===== src/rtl/if_id_fetch_stage.sv =====
// Instruction-fetch stage and IF/ID pipeline register of the 5-stage MIPS datapath.
// Optional performance counters are compiled in with `define FETCH_PERF_CNT_EN.
module if_id_fetch_stage #(
   parameter logic [31:0] RESET_PC = 32'h0000_0000,
   parameter logic [31:0] PC_STEP  = 32'd4
) (
   input  logic        Clk,
   input  logic        Rst,
   input  logic        PCWrite,
   input  logic        IFIDWrite,
   input  logic        FlushSignal,
   input  logic        PCsrc,
   input  logic [1:0]  Jump,
   input  logic [31:0] BranchTarget,
   input  logic [31:0] JumpTarget,
   input  logic [31:0] RegTarget,
   input  logic [31:0] Instruction,
   output logic [31:0] PCOut,
   output logic [31:0] IFIDInstr,
   output logic [31:0] IFIDPCPlus4,
   output logic        IFIDValid,
   output logic [4:0]  IFIDrs,
   output logic [4:0]  IFIDrt
`ifdef FETCH_PERF_CNT_EN
   ,
   output logic [31:0] StallCount,
   output logic [31:0] FlushCount
`endif
);

   typedef enum logic {StBoot, StRun} state_t;

   state_t      r_state;
   logic [31:0] r_pc;
   logic [31:0] r_ifid_instr;
   logic [31:0] r_ifid_pc4;
   logic        r_ifid_valid;

   logic        w_redirect;
   logic [31:0] w_pc_plus;
   logic [31:0] w_next_pc;

   assign w_redirect = PCsrc | (Jump == 2'd1) | (Jump == 2'd2);
   assign w_pc_plus  = r_pc + PC_STEP;

   // A resolved redirect always beats the load-use hold.
   always_comb begin
      w_next_pc = w_pc_plus;
      if (Jump == 2'd2)      w_next_pc = RegTarget;
      else if (Jump == 2'd1) w_next_pc = JumpTarget;
      else if (PCsrc)        w_next_pc = BranchTarget;
      else if (PCWrite)      w_next_pc = r_pc;
   end

   always_ff @(posedge Clk or posedge Rst) begin
      if (Rst) begin
         r_state      <= StBoot;
         r_pc         <= RESET_PC;
         r_ifid_instr <= 32'h0;
         r_ifid_pc4   <= 32'h0;
         r_ifid_valid <= 1'b0;
      end else begin
         case (r_state)
            StBoot:  r_state <= StRun;
            default: r_state <= StRun;
         endcase
         r_pc <= w_next_pc;
         if (FlushSignal) begin
            r_ifid_instr <= 32'h0;
            r_ifid_valid <= 1'b0;
         end else if (!IFIDWrite) begin
            r_ifid_instr <= Instruction;
            r_ifid_pc4   <= w_pc_plus;
            r_ifid_valid <= 1'b1;
         end
      end
   end

   assign PCOut       = r_pc;
   assign IFIDInstr   = r_ifid_instr;
   assign IFIDPCPlus4 = r_ifid_pc4;
   assign IFIDValid   = r_ifid_valid;
   assign IFIDrs      = r_ifid_instr[25:21];
   assign IFIDrt      = r_ifid_instr[20:16];

`ifdef FETCH_PERF_CNT_EN
   logic [31:0] r_stall_cnt;
   logic [31:0] r_flush_cnt;
   logic        w_stall;

   assign w_stall = PCWrite & ~w_redirect;

   // Saturating counters: they stick at all-ones rather than wrap.
   always_ff @(posedge Clk or posedge Rst) begin
      if (Rst) begin
         r_stall_cnt <= 32'h0;
         r_flush_cnt <= 32'h0;
      end else begin
         if (w_stall && (r_stall_cnt != 32'hFFFF_FFFF)) r_stall_cnt <= r_stall_cnt + 32'd1;
         if (FlushSignal && (r_flush_cnt != 32'hFFFF_FFFF)) r_flush_cnt <= r_flush_cnt + 32'd1;
      end
   end

   assign StallCount = r_stall_cnt;
   assign FlushCount = r_flush_cnt;
`endif

endmodule


===== config.mk =====
export PLATFORM = sky130hd
export DESIGN_NAME = if_id_fetch_stage
export DESIGN_NICKNAME = d
export VERILOG_FILES = /design/src/rtl/if_id_fetch_stage.sv
export SDC_FILE = /design/constraint.sdc
export NUM_CORES = 1
export LEC_CHECK = 0
export ABC_AREA = 1
export ABC_CLOCK_PERIOD_IN_PS = 3000
export CORE_ASPECT_RATIO = 0.9
export CORE_MARGIN = 2
export CORE_UTILIZATION = 39
export DETAILED_ROUTE_END_ITERATION = 10
export GPL_TIMING_DRIVEN = 0
export PLACE_DENSITY = 0.78
export SLEW_MARGIN = 20
export SYNTH_ARGS = -nofsm -noshare
export SYNTH_HDL_FRONTEND = slang
export SYNTH_SLANG_ARGS = --single-unit

===== constraint.sdc =====
create_clock -name Clk -period 3 [get_ports Clk]
set_input_delay 0.6 -clock Clk [delete_from_list [all_inputs] [get_ports Clk]]
set_output_delay 0.6 -clock Clk [all_outputs]
set_load 0.01 [all_outputs]

# Word-level counts from Yosys, hierarchy flattened
# Index checks and enable logic that the tools add are counted.
# W data, S select, Z words.
totals:
  register_bits: 97
  latch_bits: 0
  ram_bits: 0
  romBits: 0
  in_bits: 136
  output_inout_bits: 107
  wordCells: 20
  mem_count: 0
classes:
  n_addsub: 1
  mul: 0
  div: 0
  n_lt_le_gt_ge: 0
  eq_ne: 4
  shifts: 0
  mux: 8
  bitwise_logic: 2
  n_reduce_logical: 1
op_table:
  columns: ["cell", "n"]
  rows:
  - ["$mux W32", 6]
  - ["$add A32 B3 Y32 const B", 1]
  - ["$ne A4 B1 Y1 const B", 1]
  - ["$eq A2 B1 Y1 const B", 1]
  - ["$eq A2 B2 Y1 const B", 1]
  - ["$mux W1", 2]
  - ["$ne A2 B1 Y1 const B", 1]
  - ["$not A1 Y1", 2]
  - ["$reduce_and A2 Y1", 1]

# Depth between registers and ports, before layout
# Gate-level depths: netlist (run 1).
logic_depth:
  depth_word: 5
  mapped_depth: 12
  depth_no_buf: 12

# Least setup slack after synthesis (run 1)
# No wires, ideal clock.
synth_timing:
  path_kind: "input -> register"
  start: "input Jump[0]"
  end: "register r_pc[20] (netlist: PCOut[20])"
  setup_time_ps: 116
  t_arrival_ps: 1655
  t_required_ps: 2884
  slack_ps: 1229
  cell_stages: 8
  path_buffers: 1
  cell_sequence: "inv_1 ha_1 nand3_1 inv_2 buf_1 nor2_1 nand2_1 nand2_1"
synth_via:
  elab_chain_cells: 3
  word_cells_on_any_way: 5
  cone_classes: "3 x eq/ne; 2 x mux"
synth_rtl:
  columns: ["item", "line", "rtl"]
  rows:
  - ["start: declaration", "13", "input logic [1:0] Jump,"]
  - ["$eq A2 B1 Y1", "50", "else if (Jump == 2'd1) w_next_pc = JumpTarget;"]
  - ["$mux W32", "50", null]
  - ["$mux W32", "49", "if (Jump == 2'd2) w_next_pc = RegTarget;"]
  - ["end signal: assignment", "67", "r_pc <= w_next_pc;"]
  - ["end: declaration", "34", "logic [31:0] r_pc;"]
# Several ways; a longest one is shown, not always the timed one.
# A chain may end at the register's enable or synchronous reset.

# Final worst setup path (run 1)
layout_timing:
  start: "input Jump[0]"
  end: "register r_pc[2] (netlist: PCOut[2])"
# The elaborated chain is that of the path after synthesis.

==> run metrics, run 1 <==
vias in the first global route 5841; worst slew pin tran a little under 0.6 ns; met2 WL post-DR 8982 µm; Synth Area in Simple Gates 0.3633; Mapped Area 0.005589 mm²; CP max stage cell clkdlybuf4s50_1; Final ANT Viol Nets 0; syn avg cell area 7.452 µm²; r2r setup slk 1.14 ns; site row count 41; peak supply drop 0.2872 mV; nets@finish between 1k and 1.5k; final WL 19160 µm; final hold viol count 0; Period Utilization, post-route 0.7591; cts repair resizes 0; Post-synth ARST share 1.000; starting density of the core 0.3991; Synth top area share 0.4343; CTS Root Cell clkbuf_16; met1 wire length 7828 µm; largest family of logic cells by synthesized area simple AND/OR/NAND/NOR gates; Filler cells between 1k and 1.5k; Worst Skew 0.009826 ns; switching share of total power 0.3123; critical path depth 8; Num CTS Buffers 9; total track usage 0.2563; number of port buffers 241; Yosys reg bits 97; initial antenna violation count 0; CTS tree built; DRT iter0 DRCs 432; crit path time final between 2 and 2.5 ns; Die Height 117.6 µm; core area 0.01400 mm²; crit path DAT between 2 and 3 ns; RSZ-0062 raised after global routing false; footprint of the multi-input gates approximately 0.0027 mm²; Clock power frac 0.304; Min-Delay Path Class reg2reg; io pins 243; Die ar. 0.01531 mm²; crit end category flop; slew margin rel. 0.6089; Via density 4.983; Worst path top cell family by delay buffers and inverters; final setup fails 0; Synth top cells by count nand2_1, dfrtp_1, nor2_1; Reg area 0.002427 mm²; RePlAce Congestion 0.9225; PnR worst setup slack approximately 0.72 ns; synth unique cells 31; Int Pwr 2.916 mW; pwr dens 491.0 mW/mm²; LEAKAGE a little over 4 nW; total negative slack 0 ns; Net Count, Synth 889; uppermost routed layer met4; DR WL met3 1959 µm; element type at the critical path start input pin; worst slack, placed 0.4012 ns; status complete, no violations; Max FO, Critical Path 10; antenna cell count 0; number of synthesized flops with an enable pin 0; Sw Pwr between 1 and 1.5 mW; HPWL Detailed 15290 µm; combinational power share 0.304; first-pass GRT wire length 30670 µm; cell taking the most area after synthesis dfrtp_1; # Post-CTS Setup Buffers 0; crit-path cells clkdlybuf4s50_1, inv_1, ha_1, clkbuf_1, inv_1, clkbuf_1, nand3_1, a32oi_1; Vias 5995; Hold Path Depth 2; Max Transition Viols Final 0; Max Cap Viol 0; number of hold buffers added after CTS 0; critical path type in2reg; adder-cell area share of the yosys netlist 0.006716; clk_lat worst skew about 0.35 ns; dominant synthesized flop cell dfrtp_1; DR pass1 iterations 6; H-tree levels 3; Seq pwr share 0.393; top cells by area, synth dfrtp_1, nand2_1, nor2_1; clk buf depth 2; max incr delay on CP 0.48 ns; worst r2r path cells 12; grt total ovfl 0; Critical Path RT approximately 3.3 ns; XOR/XNOR share of the synthesized area 0.02754; Compound-Gate Fraction of Synth Area 0.09402; synthesis-to-finish area growth 54.51%; largest net degree at the start of global routing 34; Tot Pwr ~4.2 mW; CTS Sinks 97; Max Clock Freq 439.1 MHz; WL/cell about 16 µm; CP Buf/Inv Count 5; post-synthesis mux area share 0; Post-Synthesis Cells 750; Die Wd around 130 µm; Worst-path clk slew 0.07 ns; count leader, synth nand2_1; layout cells sized above 1 0.07525; drc violations 0; Non-Filler Instances between 1k and 1.5k; placed insts 1187; YS warnings 0; sequential area share after synthesis 0.4343
state kept, by name, indices dropped and copies added (netlist names):
register	count
IFIDInstr	32
IFIDPCPlus4	32
PCOut	32
IFIDValid	1
cell type report:
class                   count  share of cell area
flip-flops and latches     97              0.2811
inverters                  33             0.01478
multi-input cells         570              0.3182
repair buffers            244              0.2863
clock inverters             6             0.01043
well taps                 193             0.02796
clock buffers              10             0.02767
plain buffers              50             0.03361
through the flow:
step                hold WS [ns]  instance area (µm²)    util
floorplan                 0.4721                 5593       -
global placement          0.4566                 8247  0.5889
detailed placement        0.4617                 8307  0.5931
CTS                       0.4784                 8636  0.6166
global route              0.4900                 8636  0.6166
finish                    0.4726                 8636  0.6166
cells in the final DEF (no fill, tap or decap):
cell / Yosys / final
clkinv_2: 0 / 1
clkinv_4: 0 / 1
nand2_4: 3 / 3
dfrtp_1: 97 / 97
clkbuf_1: 20 / 20
clkbuf_16: 0 / 9
a221oi_1: 23 / 23
o21ai_0: 23 / 23
nand3_1: 42 / 42
xor2_1: 10 / 10
nor2_4: 5 / 5
inv_6: 0 / 1
ha_1: 3 / 3
clkinvlp_4: 0 / 2
o21ai_1: 3 / 3
a22oi_1: 2 / 2
o211ai_1: 5 / 5
nor2_2: 5 / 5
nand3_2: 1 / 1
and2_1: 2 / 2
bufinv_16: 0 / 2
buf_2: 8 / 8
a32oi_1: 1 / 1
buf_12: 0 / 3
xnor2_1: 2 / 2
clkdlybuf4s50_1: 0 / 241
buf_4: 14 / 14
buf_1: 4 / 4
xor2_2: 3 / 3
nor2_1: 87 / 87
nor2_8: 5 / 5
a21oi_1: 9 / 9
inv_1: 31 / 30
clkbuf_8: 4 / 5
nand3b_1: 7 / 7
nand2_1: 309 / 309
inv_2: 2 / 2
nand2_2: 6 / 6
a31oi_1: 14 / 14
power by group through the flow:
stage / combinational [mW] / sequential, mW / clock [mW]
CTS: 1.30 / 1.66 / 1.30
global placement: 1.27 / 1.68 / 0
detailed placement: 1.29 / 1.69 / 0
finish: 1.29 / 1.66 / 1.29
global route: 1.41 / 1.69 / 1.35
floorplan: 0.488 / 1.73 / 0
path summary, 6_finish.rpt:
check | startpoint | end
hold / removal | IFIDPCPlus4[0] | IFIDPCPlus4[0]
setup reg to reg | PCOut[3] | PCOut[26]
max in group asynchronous | Rst | IFIDPCPlus4[22]
hold reg to reg | IFIDPCPlus4[0] | IFIDPCPlus4[0]
min in group asynchronous | Rst | IFIDInstr[25]
setup / recovery | Jump[0] | PCOut[2]
worst reg2reg max path, delay by kind of cell (launching register included):
kind                       cells  cell delay, ns
DFF                            1            0.44
and+or+nand+nor               11            1.05
adders and majority gates      1            0.27
per-layer routing:
metal | global-route usage | up-vias
met3 | 0.06864 | 32
li1 | - | 2922
met2 | 0.4185 | 294
met4 | 0.09005 | 0
met5 | 0 | -
met1 | 0.3256 | 2747
cells by family (layout without fill, tap and decap cells):
logic type                 count (synthesis)  in the layout
and+or+nand+nor                          472            472
DFF                                       97             97
AOI/OAI and AO/OA                         80             80
buffers and inverters                     83            343
xor gates and xnor gates                  15             15
adders and majority gates                  3              3
(Power assumes the default switching activity.)
==> run 2, diff against run 1 <==
ABC_CLOCK_PERIOD_IN_PS = 1890   (was 3000)
clock period = 1.89 ns   (was 3 ns; I/O delays follow)
==> run 2 against run 1 <==
Effect of this change:
- register-to-register slack worse by 1.0 ns
- die area unchanged
- total power is 60% higher
- routed wire length is 0.70% higher
- final area increased by 1.5%
- combinational power up 61%
- flip-flop and latch count did not move
- critical path depth down 7
- count of clock-buffer cells in the layout is the same
- non-clock buffer count shrank 1
- clock skew is essentially flat
- critical path type is now reg2out
==> run metrics, run 2 (synthesis gave the netlist of run 1 again) <==
status complete, no violations; Tot Pwr 6.767 mW (+60%); DRT iter0 DRCs 414 (-4.2%); Max Transition Viols Final 0 (unchanged); starting density of the core 0.3991 (unchanged); CTS Sinks 97 (unchanged); fin util 0.6258 (+0.009203); WL/cell 16.05 µm (+0.78%); Via density 4.980 (about the same); Final ANT Viol Nets 0 (unchanged); largest net degree at the start of global routing 34 (unchanged); slew margin rel. 0.6506 (+0.04174); Worst setup startpoint PCOut[4]; final WL 19300 µm (+0.70%); nets@finish 1143 (-0.087%); initial antenna violation count 0 (unchanged); antenna cell count 0 (unchanged); Num CTS Buffers 9 (unchanged); Worst-path clk slew 0.07 ns (about the same); total track usage 0.2562 (about the same); RSZ-0062 raised after global routing true; Worst Skew 0.009426 ns (-0.0003998 ns); Die Height 117.6 µm (unchanged); CTS tree built; worst slack, placed -0.4868 ns (-0.8880 ns); io pins 243 (unchanged); LEAKAGE 4.134 nW (+1.4%); uppermost routed layer met4; final hold viol count 0 (unchanged); max incr delay on CP 0.61 ns (+0.13 ns); Max Cap Viol 0 (unchanged); CP max stage cell clkdlybuf4s50_1; most frequent cells in the layout nand2_1, clkdlybuf4s50_1, dfrtp_1, nor2_1, nand3_1; H-tree levels 3 (unchanged); first-pass GRT wire length 30730 µm (+0.18%); DR WL met3 1932 µm (-1.4%); RePlAce Congestion 0.9225 (unchanged); critical path type reg2out; reg2reg start PCOut[3]; PnR worst setup slack 0.04752 ns (-0.6753 ns); placed insts 1187 (unchanged); number of port buffers 241 (unchanged); synthesis-to-finish area growth 56.82%; Critical Path RT 1.51 ns (-1.76 ns); CP Buf/Inv Count 1 (-4); Die Wd 130.2 µm (unchanged); drc violations 0 (unchanged); CTS Root Cell clkbuf_16; Non-Filler Instances 1202 (-0.083%); pwr dens 772.0 mW/mm² (+57%); Period Utilization, post-route 0.9749; Max Clock Freq 542.7 MHz; Max FO, Critical Path 6 (-4); leading cell type in the layout, fill and taps excluded nand2_1; peak supply drop 0.4580 mV (+59%); grt total ovfl 0 (unchanged); met2 WL post-DR 9119 µm (+1.5%); crit end category primary output; number of hold buffers added after CTS 0 (unchanged); layout cells sized above 1 0.1051 (+0.02981); Worst path top cell family by delay buffers and inverters; clk buf depth 2 (unchanged); crit-path cells clkdlybuf4s50_1; HPWL Detailed 15290 µm (unchanged); Die ar. 0.01531 mm² (unchanged); crit path time final 1.842 ns; met1 wire length 7963 µm (+1.7%); Vias 5986 (-0.15%); final setup fails 0 (unchanged); WHS 0.2741 ns (-0.1984 ns); clk_lat worst skew 0.35 ns (about the same); DR pass1 iterations 6 (unchanged); Min-Delay Path Class in2async; worst slew pin tran 0.5241 ns (-0.06260 ns); vias in the first global route 5854 (+0.22%); core area 0.01400 mm² (unchanged); element type at the critical path start flop; site row count 41 (unchanged); crit path DAT 1.46 ns (-1.09 ns)
[run 2: cell count changes in the layout (fill, tap and decap cells not counted), moves of 3 or more]
cell	delta
clkbuf_1	-9
buf_4	+3
dfrtp_2	+3
a221oi_2	+11
dfrtp_1	-3
o21ai_1	+3
o21ai_0	-3
a221oi_1	-12
clkbuf_2	+7
[run 2: per-stage QoR]
stage / TNS (ns) / instance area (µm²)
after floorplan: 0 / 5593
after global placement: -93.04 / 8247
after detailed placement: -27.08 / 8307
after CTS: 0 / 8652
after global routing: -0.1094 / 8765
final: 0 / 8765
[run 2: final cells by class]
type                    count  area [µm²]
clock buffers              10       239.0
fillers                  1257        5240
flip-flops and latches     97        2431
multi-input cells         570        2851
well taps                 193       241.5
repair buffers            244        2472
inverters                  33       130.1
clock inverters             6       90.09
plain buffers              49       309.0
[run 2: worst paths after layout]
kind | end | slack, ns | cells past startpoint
min in group Clk | IFIDInstr[6] | 0.41 | 3
worst min register to register | IFIDPCPlus4[0] | 0.47 | 2
max in group asynchronous | PCOut[17] | 0.73 | 5
worst max-delay path | PCOut[4] | 0.05 | 1
worst min-delay path | IFIDInstr[25] | 0.27 | 2
worst max register to register | PCOut[26] | 0.11 | 12
[run 2: what timing repair did]
action	in CTS	in global routing
resized for setup	10	35
cloned	0	0
pin swaps	0	2
setup endpoints to repair	30	52
buffers inserted	0	0
[run 2: metal layers]
metal,up-vias,GRT usage
met2,280,0.4202
met4,0,0.08938
li1,2917,-
met5,-,0
met1,2768,0.3241
met3,21,0.06864
[run 2: power breakdown]
group / leakage, nW / switching (mW) / total [mW] / internal (mW)
clock: 0.159 / 0.835 / 2.04 / 1.20
sequential: 1.20 / 0.292 / 2.65 / 2.35
combinational: 2.78 / 0.987 / 2.08 / 1.10
